`src/rtl/regfile_pkg.sv`:
```
// Shared types for the register-file write path: widths and the queued write entry.
package regfile_pkg;
  localparam int DATA_W   = 32;
  localparam int ADDR_W   = 5;
  localparam int NUM_REGS = 1 << ADDR_W;

  typedef struct packed {
    logic [ADDR_W-1:0] rnum;
    logic [DATA_W-1:0] data;
  } wb_entry_t;

  typedef enum logic [0:0] {SRC_A = 1'b0, SRC_B = 1'b1} src_t;
endpackage

```
`src/rtl/wb_fifo.sv`:
```
// Small synchronous FIFO of writeback entries; exposes its head and every slot so
// the parent can build the pending-write mask.
module wb_fifo
  import regfile_pkg::*;
#(
  parameter int DEPTH = 2
) (
  input  logic                  clk,
  input  logic                  rst,
  input  logic                  push,
  input  wb_entry_t             din,
  input  logic                  pop,
  output wb_entry_t             head,
  output logic                  head_vld,
  output logic                  full,
  output wb_entry_t [DEPTH-1:0] slots,
  output logic [DEPTH-1:0]      slot_vld
);
  localparam int PW = $clog2(DEPTH);

  logic [PW-1:0]         wr_ptr, rd_ptr;
  logic [PW:0]           count;
  wb_entry_t [DEPTH-1:0] mem;
  logic                  do_push, do_pop;

  // full comes from the registered count only, so a same-cycle pop cannot free a slot
  assign full     = (count == (PW+1)'(DEPTH));
  assign head_vld = (count != '0);
  assign head     = mem[rd_ptr];
  assign slots    = mem;
  assign do_push  = push && !full;
  assign do_pop   = pop && head_vld;

  always_ff @(posedge clk) begin
    if (rst) begin
      wr_ptr <= '0;
      rd_ptr <= '0;
      count  <= '0;
    end else begin
      if (do_push) wr_ptr <= wr_ptr + 1'b1;
      if (do_pop)  rd_ptr <= rd_ptr + 1'b1;
      case ({do_push, do_pop})
        2'b10:   count <= count + 1'b1;
        2'b01:   count <= count - 1'b1;
        default: count <= count;
      endcase
    end
  end

  always_ff @(posedge clk) begin
    if (do_push) mem[wr_ptr] <= din;
  end

  // a slot is live if its distance from the read pointer is below the count
  always_comb begin
    slot_vld = '0;
    for (int i = 0; i < DEPTH; i++) begin
      logic [PW-1:0] off;
      off = PW'(i) - rd_ptr;
      slot_vld[i] = ({1'b0, off} < count);
    end
  end
endmodule

```
`src/rtl/regfile_write_arbiter.sv`:
```
// Two writeback sources share the register file's single write port through
// per-source FIFOs, a round-robin arbiter and one registered write stage.
module regfile_write_arbiter
  import regfile_pkg::*;
#(
  parameter int FIFO_DEPTH = 2,
  parameter bit DROP_R0    = 1'b1
) (
  input  logic                clk,
  input  logic                rst,
  input  logic                a_valid,
  output logic                a_ready,
  input  logic [ADDR_W-1:0]   a_reg,
  input  logic [DATA_W-1:0]   a_data,
  input  logic                b_valid,
  output logic                b_ready,
  input  logic [ADDR_W-1:0]   b_reg,
  input  logic [DATA_W-1:0]   b_data,
  input  logic                hold,
  output logic                rf_we,
  output logic [ADDR_W-1:0]   rf_wnum,
  output logic [DATA_W-1:0]   rf_wdata,
  output logic [NUM_REGS-1:0] pend_mask
);
  wb_entry_t [1:0]                 din, head;
  wb_entry_t [1:0][FIFO_DEPTH-1:0] slots;
  logic [1:0][FIFO_DEPTH-1:0]      slot_vld;
  logic [1:0]                      push, pop, full, head_vld;
  src_t                            last_grant;
  wb_entry_t                       sel;

  assign din[0]  = '{rnum: a_reg, data: a_data};
  assign din[1]  = '{rnum: b_reg, data: b_data};
  assign push    = {b_valid, a_valid};
  assign a_ready = !full[0];
  assign b_ready = !full[1];

  for (genvar s = 0; s < 2; s++) begin : g_src
    wb_fifo #(.DEPTH(FIFO_DEPTH)) u_fifo (
      .clk      (clk),
      .rst      (rst),
      .push     (push[s]),
      .din      (din[s]),
      .pop      (pop[s]),
      .head     (head[s]),
      .head_vld (head_vld[s]),
      .full     (full[s]),
      .slots    (slots[s]),
      .slot_vld (slot_vld[s])
    );
  end

  // on a tie the source that did not win last time gets the port
  assign pop[0] = !hold && head_vld[0] && (!head_vld[1] || last_grant == SRC_B);
  assign pop[1] = !hold && head_vld[1] && (!head_vld[0] || last_grant == SRC_A);
  assign sel    = pop[1] ? head[1] : head[0];

  always_ff @(posedge clk) begin
    if (rst) begin
      last_grant <= SRC_B;
      rf_we      <= 1'b0;
      rf_wnum    <= '0;
      rf_wdata   <= '0;
    end else if (|pop) begin
      last_grant <= pop[1] ? SRC_B : SRC_A;
      rf_we      <= !(DROP_R0 && sel.rnum == '0);
      rf_wnum    <= sel.rnum;
      rf_wdata   <= sel.data;
    end else begin
      rf_we      <= 1'b0;
    end
  end

  always_comb begin
    pend_mask = '0;
    for (int s = 0; s < 2; s++)
      for (int i = 0; i < FIFO_DEPTH; i++)
        if (slot_vld[s][i]) pend_mask[slots[s][i].rnum] = 1'b1;
    if (rf_we) pend_mask[rf_wnum] = 1'b1;
  end
endmodule

```
`config.mk`:
```
export PLATFORM = sky130hd
export DESIGN_NAME = regfile_write_arbiter
export DESIGN_NICKNAME = d
export VERILOG_FILES = /design/src/rtl/regfile_pkg.sv /design/src/rtl/wb_fifo.sv /design/src/rtl/regfile_write_arbiter.sv
export SDC_FILE = /design/constraint.sdc
export NUM_CORES = 1
export LEC_CHECK = 0
export CAP_MARGIN = 25
export CORE_MARGIN = 3
export CORE_UTILIZATION = 25
export DETAILED_ROUTE_END_ITERATION = 10
export MAX_ROUTING_LAYER = met4
export PLACE_DENSITY = 0.47
export SYNTH_ARGS = -nofsm -noshare
export SYNTH_HDL_FRONTEND = slang
export SYNTH_SLANG_ARGS = --single-unit
```
`constraint.sdc`:
```
create_clock -name clk -period 4.4 [get_ports clk]
set_input_delay 0.44 -clock clk [delete_from_list [all_inputs] [get_ports clk]]
set_output_delay 0.44 -clock clk [all_outputs]
set_load 0.02 [all_outputs]
```
=== After elaboration in Yosys (flattened, before gate mapping) ===
Cells that the tools add are included.

* Reduce and logical (&&, ||, !) cells: 30
* Magnitude comparators: 20
* Equality and inequality tests: 6
* Multiplexer cells: 29
* Add/sub/neg operators: 12
* Bitwise gates (word level): 6

{| class="wikitable"
|+ Operators with widths
! kind !! number
|-
| 37-bit two-way mux || 7
|-
| 32-bit two-way mux || 5
|-
| 74-bit bitwise mux || 2
|-
| 32-bit OR || 4
|-
| 37-bit demux with 1-bit select || 2
|-
| 5-bit by 6-bit < comparator with 1-bit output, second input constant || 5
|-
| 1-bit demux with 5-bit select || 5
|-
| 5-bit by 1-bit greater-or-equal comparator with 1-bit output, second input constant || 5
|-
| 1-bit logical AND || 15
|-
| 2-bit == test, second input constant || 4
|-
| 1-bit by 2-bit < comparator with 1-bit output || 4
|-
| 1-bit by 2-bit < comparator with 1-bit output, second input constant || 4
|-
| 2-bit one-hot mux with 2 select lines || 2
|-
| 2-bit nonzero test || 4
|-
| 1-bit zero test || 6
|-
| 1-bit two-way mux || 6
|-
| 5-bit zero test || 1
|-
| 1-bit adder, second input constant || 4
|-
| 2-bit by 1-bit adder with 2-bit output, second input constant || 2
|-
| 2-bit by 1-bit == test with 1-bit output, second input constant || 2
|-
| 2-bit OR reduction || 2
|-
| 1-bit subtractor, first input constant || 4
|-
| 2-bit by 1-bit subtractor with 2-bit output, second input constant || 2
|-
| 1-bit greater-or-equal comparator, second input constant || 2
|-
| 2 further kinds || 4
|}

* Bits of input ports: 79
* Register bits: 195
* Output and inout bits: 72
* Word-level logic and storage cells: 121

=== Logic depth before layout (Yosys ltp) ===
Gate-level depths: netlist of run 1.

* Depth in word-level cells: 13
* Mapped depth: 9

=== Cells and area by module ===
A second synthesis of run 1 with hierarchy kept.

* Cells, all modules: 709
* Area total of the unflattened synthesis: 9,018.6 um^2

{| class="wikitable"
|+ Modules (own cells, without submodules)
! module !! cells each !! times used !! area each (um^2)
|-
| wb_fifo || 143 || 2 || 2,900.3
|-
| regfile_write_arbiter || 423 || 1 || 3,218.1
|}

=== Least setup slack after synthesis of run 1 ===
Ideal clock, no wire load.

* Path type: register -> register
* Start point: register g_src[1].u_fifo.count[1]
* End point: register g_src[1].u_fifo.mem, in the netlist g_src[1].u_fifo.slots[0] (enable)
* Required time: 3.969 ns
* Data arrival time: 2.418 ns
* Library setup time: 0.431 ns
* Stages on the path, launching flop included: 5
* Path slack: 1.551 ns
* Clock period less this slack: 2.849 ns
* Path through: dfxtp_1 > clkbuf_1 > nand2b_1 > nand2_1 > nor2_1

* Word-level cells in the longest chain between the ends: 3

{| class="wikitable"
|+ Ends and longest elaborated chain
! what !! RTL line !! source
|-
| from (decl) || wb_fifo.sv:22 || <nowiki>logic [PW:0] count;</nowiki>
|-
| from (signal assigned) || wb_fifo.sv:43 || <nowiki>2'b10: count <= count + 1'b1;</nowiki>
|-
| from (signal assigned) || wb_fifo.sv:44 || <nowiki>2'b01: count <= count - 1'b1;</nowiki>
|-
| from (signal assigned) || wb_fifo.sv:45 || <nowiki>default: count <= count;</nowiki>
|-
| 2-bit == test || wb_fifo.sv:27 || <nowiki>assign full = (count == (PW+1)'(DEPTH));</nowiki>
|-
| 1-bit zero test || - ||
|-
| named net b_ready || regfile_write_arbiter.sv:16 || <nowiki>output logic b_ready,</nowiki>
|-
| 1-bit logical AND || wb_fifo.sv:31 || <nowiki>assign do_push = push && !full;</nowiki>
|-
| to (signal, indexed assignment) || wb_fifo.sv:51 || <nowiki>if (do_push) mem[wr_ptr] <= din;</nowiki>
|-
| to (decl) || wb_fifo.sv:23 || <nowiki>wb_entry_t [DEPTH-1:0] mem;</nowiki>
|}

The timed path passes the listed nets, and every way through them passes these cells.
A chain may end at the register's enable or synchronous reset.

=== Worst setup path in the final report of run 1 ===
* Start point: register g_src[1].u_fifo.count[0]
* End point: output port pend_mask[1]

* Word-level cells in the longest chain between the ends: 6
* Elaborated cells on any way between the ends: 7

{| class="wikitable"
|+ Ends and longest elaborated chain
! what !! RTL line !! source
|-
| 1-bit by 2-bit < comparator with 1-bit output || wb_fifo.sv:60 || <nowiki>slot_vld[i] = ({1'b0, off} < count);</nowiki>
|-
| 32-bit two-way mux || regfile_write_arbiter.sv:78 || <nowiki>if (slot_vld[s][i]) pend_mask[slots[s][i].rnum] = 1'b1;</nowiki>
|-
| 32-bit OR (no line) || - ||
|-
| 32-bit two-way mux * || regfile_write_arbiter.sv:78 ||
|-
| 32-bit OR (no line) || - ||
|-
| 32-bit two-way mux * || regfile_write_arbiter.sv:79 || <nowiki>if (rf_we) pend_mask[rf_wnum] = 1'b1;</nowiki>
|-
| to (decl) || regfile_write_arbiter.sv:23 || <nowiki>output logic [NUM_REGS-1:0] pend_mask</nowiki>
|}

Every way passes the cells marked *; elsewhere a longest branch is shown, timed or not.

==> results of run 1 <==
==> per-layer routing <==
metal / up-vias / track usage / wire length, microns
li1: 2909 / - / -
met1: 3131 / 0.1965 / 12030
met2: 290 / 0.2336 / 12670
met3: 44 / 0.02911 / 1999
met4: 0 / 0.04423 / 482
met5: - / - / 0
==> placed cells by master, fill, tap and decap left out, drive strengths merged, types with 6 or more instances in the layout <==
master	synthesis	layout
a211o	6	6
nand2b	7	7
inv	12	21
or3b	6	6
nand3	13	13
a222oi	10	10
dfxtp	47	47
or3	11	11
clkdlybuf4s50	0	149
nor3	21	21
nand2	25	25
mux2i	33	33
o22ai	36	36
nor3b	13	13
o21ai	12	12
nor2	44	44
a22oi	11	11
a211oi	27	27
o221ai	11	11
and3b	6	6
a21oi	8	8
clkbuf	31	18
edfxtp	148	148
mux2	46	46
buf	18	11
nand3b	18	18
==> through the flow <==
step           std cells  cell area (sq um)
3_3_place_gp        1234              10680
2_1_floorplan        675               8745
5_1_grt             1270              11320
6_report            1270              11320
4_1_cts             1266              11310
3_5_place_dp        1234              10680
==> critical path: cells and delay by family (launching register included) <==
kind / cells / cell delay (ps)
AO/OA/AOI/OAI: 2 / 1220
buffers and inverters: 2 / 660
flip-flops: 1 / 380
AND/OR/NAND/NOR: 1 / 220
==> sequential cells by signal, summed over array words and instances (netlist names) <==
signal / count
g_src.u_fifo.slots: 148
rf_wdata: 32
rf_wnum: 5
g_src.u_fifo.count: 4
g_src.u_fifo.rd_ptr: 2
g_src.u_fifo.wr_ptr: 2
last_grant: 1
rf_we: 1
==> final cells by class <==
cell class / instances / area (sq um) / share of cell area
sequential: 195 / 5388 / 0.4761
timing repair buffer: 160 / 1572 / 0.1389
inverter: 12 / 45.04 / 0.003981
clock buffer: 18 / 439.2 / 0.03881
tap: 448 / 560.5 / 0.04954
clock inverter: 14 / 185.2 / 0.01636
antenna: 4 / 10.01 / 0.0008846
multi-input combinational: 419 / 3117 / 0.2754
==> how the worst max path moves through the flow <==
| stage | from | endpoint | cells after the start |
|---|---|---|---|
| finish | g_src[1].u_fifo.count[0]$_SDFFE_PP0P_ | pend_mask[1] | 5 |
| global route | g_src[1].u_fifo.count[0]$_SDFFE_PP0P_ | pend_mask[1] | 5 |
| CTS | g_src[1].u_fifo.count[0]$_SDFFE_PP0P_ | pend_mask[17] | 5 |
| detailed placement | g_src[0].u_fifo.rd_ptr$_SDFFE_PP0P_ | pend_mask[6] | 5 |
| global placement | g_src[0].u_fifo.slots[72]$_DFFE_PP_ | pend_mask[9] | 4 |
| floorplan | g_src[1].u_fifo.count[1]$_SDFFE_PP0P_ | g_src[1].u_fifo.slots[0]$_DFFE_PP_ | 4 |
==> power by group <==
group	internal [mW]	leakage [nW]	total, mW	switching, mW
logic	1.04	1.65	2.42	1.38
clock network	0.887	0.308	1.63	0.739
registers	2.42	1.77	2.75	0.330
==> kinds of logic after synthesis <==
group	after synthesis	share of synthesized area
DFF	195	0.6158
and+or+nand+nor	180	0.1129
AOI/OAI and AO/OA	150	0.1311
muxes	79	0.09830
buffers and inverters	61	0.03105
xor gates and xnor gates	8	0.008012
adders and majority gates	2	0.002861
==> run_results.csv, run 1 <==
group,metric,value,unit
outcome,status,"complete, no violations",
setup_path,crit_path_start_kind,"flop",
setup_path,cpMaxStageDelayCell,"o21ai_1",
layout,syn_to_final_growth,29.40,%
routing,ant_nets,0,
cts,cts_max_level,4,
setup_path,rrSetupSlack,1950,ps
setup_path,rr_endpoint,"g_src[1].u_fifo.count[1]$_SDFFE_PP0P_",
min_path,hold_depth,2,
floorplan,floorplan.die.height,193.0,microns
yosys,synthFlopType,"edfxtp_1",
cts,cts-root-buf,"clkbuf_16",
routing,drt-initial-drc-count,537,
cts,tritoncts,"done",
setup_path,setup.worst_path.end_class,"output port",
yosys,synth_edf_count,148,
yosys,synth_cell_type_count,55,
yosys,synth.area.top_cells,"edfxtp_1, dfxtp_1, mux2_2",
layout,drive_above_1_share,0.1394,
grt,grt_pass1_wl,40100,microns
cts,clock-sinks,195,
sta,period_share,0.7600,
yosys,synth_top_area_share,0.5082,
flow_run,maxCapViolations,0,
cts,postCtsSetupRepairBufs,0,
floorplan,die-area,37260,sq um
layout,fillCellCount,3431,
placed_design,dp_hpwl,18540,microns
setup_path,path_class,"flop to output port",
sta,min_period,3344,ps
grt,grt_antenna_before_repair,4,
layout,fin_nets,886,
grt,grt_remaining_overflow,0,
cts,cts_hold_buf,0,
sta,tns,0,ps
setup_path,timing.rr.start,"g_src[1].u_fifo.count[1]$_SDFFE_PP0P_",
sta,hold_viol,0,
cts,clk_latency,430,ps
yosys,syn_inst,675,
yosys,synth.avg_cell_area,12.96,sq um
setup_path,cp_cell_sequence,"nor2b_1 > o21ai_1 > inv_1 > a221o_1 > clkdlybuf4s50_1",
yosys,syn_nets,756,
cts,cts_made_buffers,17,
floorplan,ios,151,
placed_design,routabilityCongestion,0.8807,
yosys,synthesis.area,8745,sq um
grt,grt_util_all_layers,0.1489,
floorplan,start_util,0.2569,
cts,cts_resized,0,
routing,via_per_inst,5.019,
sta,worst_pin_slew,1008,ps
routing,drt_wl_total,27180,microns
floorplan,coreArea,34040,sq um
floorplan,die_w,193.0,microns
routing,route.detailed.drc,0,
grt,grt_pass1_vias,6232,
yosys,synth.most_common_cell,"edfxtp_1",
setup_path,r2r_cells,6,
routing,post_drt_wl_per_cell,21.40,microns
sta,timing.clock.skew,8.222,ps
setup_path,worstPathArrival,2900,ps
routing,first_pass_iters,6,
yosys,async_reset_ff_frac,0,
sta,grt_setup_unrepaired,"no",
sta,slew_violations,0,
power_and_ir_drop,finalPower,6.797,mW
routing,vias,6374,
layout,final_util,0.3325,
setup_path,cp.required,3960,ps
floorplan,std_cell_rows,67,
min_path,whs_endpoint,"rf_wdata[17]$_SDFFE_PP0N_",
setup_path,max_stage_delay,800,ps
sta,whs,411.7,ps
sta,fin_ws,1056,ps
setup_path,cp_max_fo,8,
sta,fmax,0.2990,GHz
grt,grt_max_degree,37,
placed_design,io_buffers,150,
power_and_ir_drop,p_per_area,600.7,nW/um^2
cts,cts_buffer_depth,2,
cts,clk_pin_slew_worst_paths,80,ps
placed_design,place_ws,1633,ps
sta,setup_viol,0,
sta,relSlewSlack,0.3237,
yosys,ys_seq_elements,195,
yosys,synth_common_cells,"edfxtp_1, dfxtp_1, nor2_1",
power_and_ir_drop,p_leak,3.731,nW
min_path,hold_start,"rst",
yosys,yosysSeqAreaShare,0.6158,
yosys,yosysWarnings,0,
yosys,yosysTopAreaCell,"edfxtp_1",
power_and_ir_drop,ir_worst_vdd,0.3294,mV
min_path,holdCritPathClass,"input port to flop",
Power figures use the tool's default switching activity.
==> run 2, diff against run 1 <==
--- a/config.mk
+++ b/config.mk
@@ -10,7 +10,7 @@
 export CORE_UTILIZATION = 25
 export DETAILED_ROUTE_END_ITERATION = 10
 export MAX_ROUTING_LAYER = met4
-export PLACE_DENSITY = 0.47
+export PLACE_DENSITY = 0.48
 export SYNTH_ARGS = -nofsm -noshare
 export SYNTH_HDL_FRONTEND = slang
 export SYNTH_SLANG_ARGS = --single-unit
==> constraint.sdc (replaced) <==
create_clock -name clk -period 2.9 [get_ports clk]
set_input_delay 0.29 -clock clk [delete_from_list [all_inputs] [get_ports clk]]
set_output_delay 0.29 -clock clk [all_outputs]
set_load 0.02 [all_outputs]
==> run 2 against run 1 <==
  * Via count increased by 1.8%
  * Global-route usage increased by 0.48 points
  * Die area unchanged
  * Non-clock buffer count increased by 37
  * Critical endpoint is now pend_mask[4]
  * Setup slack got worse by 970 ps
  * Combinational power increased by 66%
  * Sequential power increased by 48%
  * Design area increased by 2.7%
  * Sequential share of layout area decreased by 1.2 points
  * Clock skew about the same
  * Hold slack got worse by 37 ps
  * Final cell count increased by 2.9%
==> run_results.csv, run 2 (same netlist as run 1, synthesis figures left out) <==
group,metric,value,unit
routing,drt-initial-drc-count,503,
placed_design,routabilityCongestion,0.9035,
layout,drive_above_1_share,0.1965,
min_path,holdCritPathClass,"input port to flop",
grt,grt_remaining_overflow,0,
grt,grt_antenna_before_repair,4,
cts,cts_max_level,4,
floorplan,start_util,0.2569,
cts,clk_pin_slew_worst_paths,70,ps
flow_run,maxCapViolations,0,
power_and_ir_drop,p_leak,3.977,nW
floorplan,die-area,37260,sq um
sta,period_share,0.9691,
floorplan,floorplan.die.height,193.0,microns
placed_design,place_area,10830,sq um
layout,largest_reg_flops,148,
sta,fin_ws,89.71,ps
placed_design,io_buffers,150,
floorplan,ios,151,
sta,slew_violations,0,
routing,via_per_inst,4.964,
layout,fillCellCount,3417,
cts,cts_buffer_depth,2,
grt,grt_util_all_layers,0.1537,
routing,post_drt_wl_per_cell,21.53,microns
cts,cts_made_buffers,17,
layout,final_common_cell,"edfxtp_1",
setup_path,max_stage_delay,600,ps
grt,grt_max_degree,40,
setup_path,cp_cell_sequence,"or3b_2 > o22ai_1 > or3_1 > clkdlybuf4s50_1",
setup_path,cp.required,2610,ps
routing,route.detailed.drc,0,
power_and_ir_drop,ir_worst_vdd,0.4907,mV
cts,clk_latency,430,ps
sta,setup_viol,0,
layout,fin_nets,923,
floorplan,coreArea,34040,sq um
setup_path,cpMaxStageDelayCell,"clkdlybuf4s50_1",
floorplan,std_cell_rows,67,
grt,grt_pass1_vias,6550,
sta,relSlewSlack,0.4729,
sta,min_period,2810,ps
sta,timing.clock.skew,8.463,ps
power_and_ir_drop,p_per_area,881.1,nW/um^2
placed_design,dp_hpwl,19530,microns
sta,whs,374.3,ps
sta,worst_pin_slew,790.7,ps
cts,clock-sinks,195,
placed_design,place_ws,334.9,ps
layout,layout_common_cells,"edfxtp_1, clkdlybuf4s50_1, mux2_2, buf_4, nor2_1",
grt,grt_pass1_wl,40860,microns
routing,drt_wl_total,28140,microns
routing,vias,6488,
sta,fmax,0.3558,GHz
layout,final_cell_area,11620,sq um
setup_path,cp_max_fo,10,
cts,tritoncts,"done",
sta,hold_viol,0,
setup_path,worstPathArrival,2520,ps
routing,first_pass_iters,5,
floorplan,die_w,193.0,microns
layout,syn_to_final_growth,32.91,%
outcome,status,"complete, no violations",
cts,cts-root-buf,"clkbuf_16",
setup_path,setup.worst_path.end_class,"output port",
routing,ant_nets,0,
setup_path,path_class,"flop to output port",
setup_path,crit_path_start_kind,"flop",
[run 2: final timing paths]
kind | startpoint | endpoint | slack, ps | cells after the start
setup reg to reg | g_src[0].u_fifo.count[1]$_SDFFE_PP0P_ | g_src[1].u_fifo.count[1]$_SDFFE_PP0P_ | 790 | 6
setup / recovery | g_src[1].u_fifo.slots[36]$_DFFE_PP_ | pend_mask[4] | 90 | 4
hold reg to reg | rf_wdata[16]$_SDFFE_PP0N_ | rf_wdata[16]$_SDFFE_PP0N_ | 530 | 2
hold / removal | rst | rf_wdata[10]$_SDFFE_PP0N_ | 370 | 2
[run 2: area by class of cell]
cell class              instances  area (sq um)  share of cell area
repair buffers                197          1917              0.1649
diodes                          4         10.01           0.0008612
inverters                      12         45.04            0.003876
flip-flops and latches        195          5394              0.4641
clock inverters                14         105.1            0.009043
multi-input cells             419          3162              0.2720
well taps                     448         560.5             0.04823
clock buffers                  18         429.2             0.03693
[run 2: repair_timing]
action	4_1_cts	5_1_grt
hold buffers	0	0
setup buffers	5	19
setup endpoints to repair	25	25
gates resized for setup	12	16
[run 2: where the power goes]
group / total (mW) / leakage [nW] / internal (mW) / switching, mW
logic: 4.01 / 1.94 / 1.74 / 2.27
registers: 4.06 / 1.77 / 3.68 / 0.385
clock network: 2.17 / 0.262 / 1.11 / 1.06
total: 10.2 / 3.98 / 6.53 / 3.71
[run 2: layer usage]
| layer | track usage | routed length [microns] | share of wire | up-vias |
|---|---|---|---|---|
| met5 | - | 0 | 0 | - |
| met2 | 0.2574 | 13680 | 0.49 | 257 |
| met4 | 0.04618 | 548 | 0.019 | 0 |
| met3 | 0.03706 | 1827 | 0.065 | 38 |
| li1 | - | - | - | 2995 |
| met1 | 0.1846 | 12080 | 0.43 | 3198 |
[run 2: metrics by stage]
stage / util / TNS (ps) / power [mW] / instances
floorplan: - / 0 / 6.427 / 675
global placement: 0.3182 / 0 / 8.090 / 1247
detailed placement: 0.3182 / 0 / 8.084 / 1247
CTS: 0.3360 / 0 / 10.33 / 1284
global route: 0.3415 / -0.3697 / 10.81 / 1307
finish: 0.3415 / 0 / 10.24 / 1307
[run 2: critical path, delay by kind of cell, from the launching register on]
kind	cells	cell delay, ps
compound gates	1	230
flops	1	560
buf+inv	1	600
simple gates	2	700
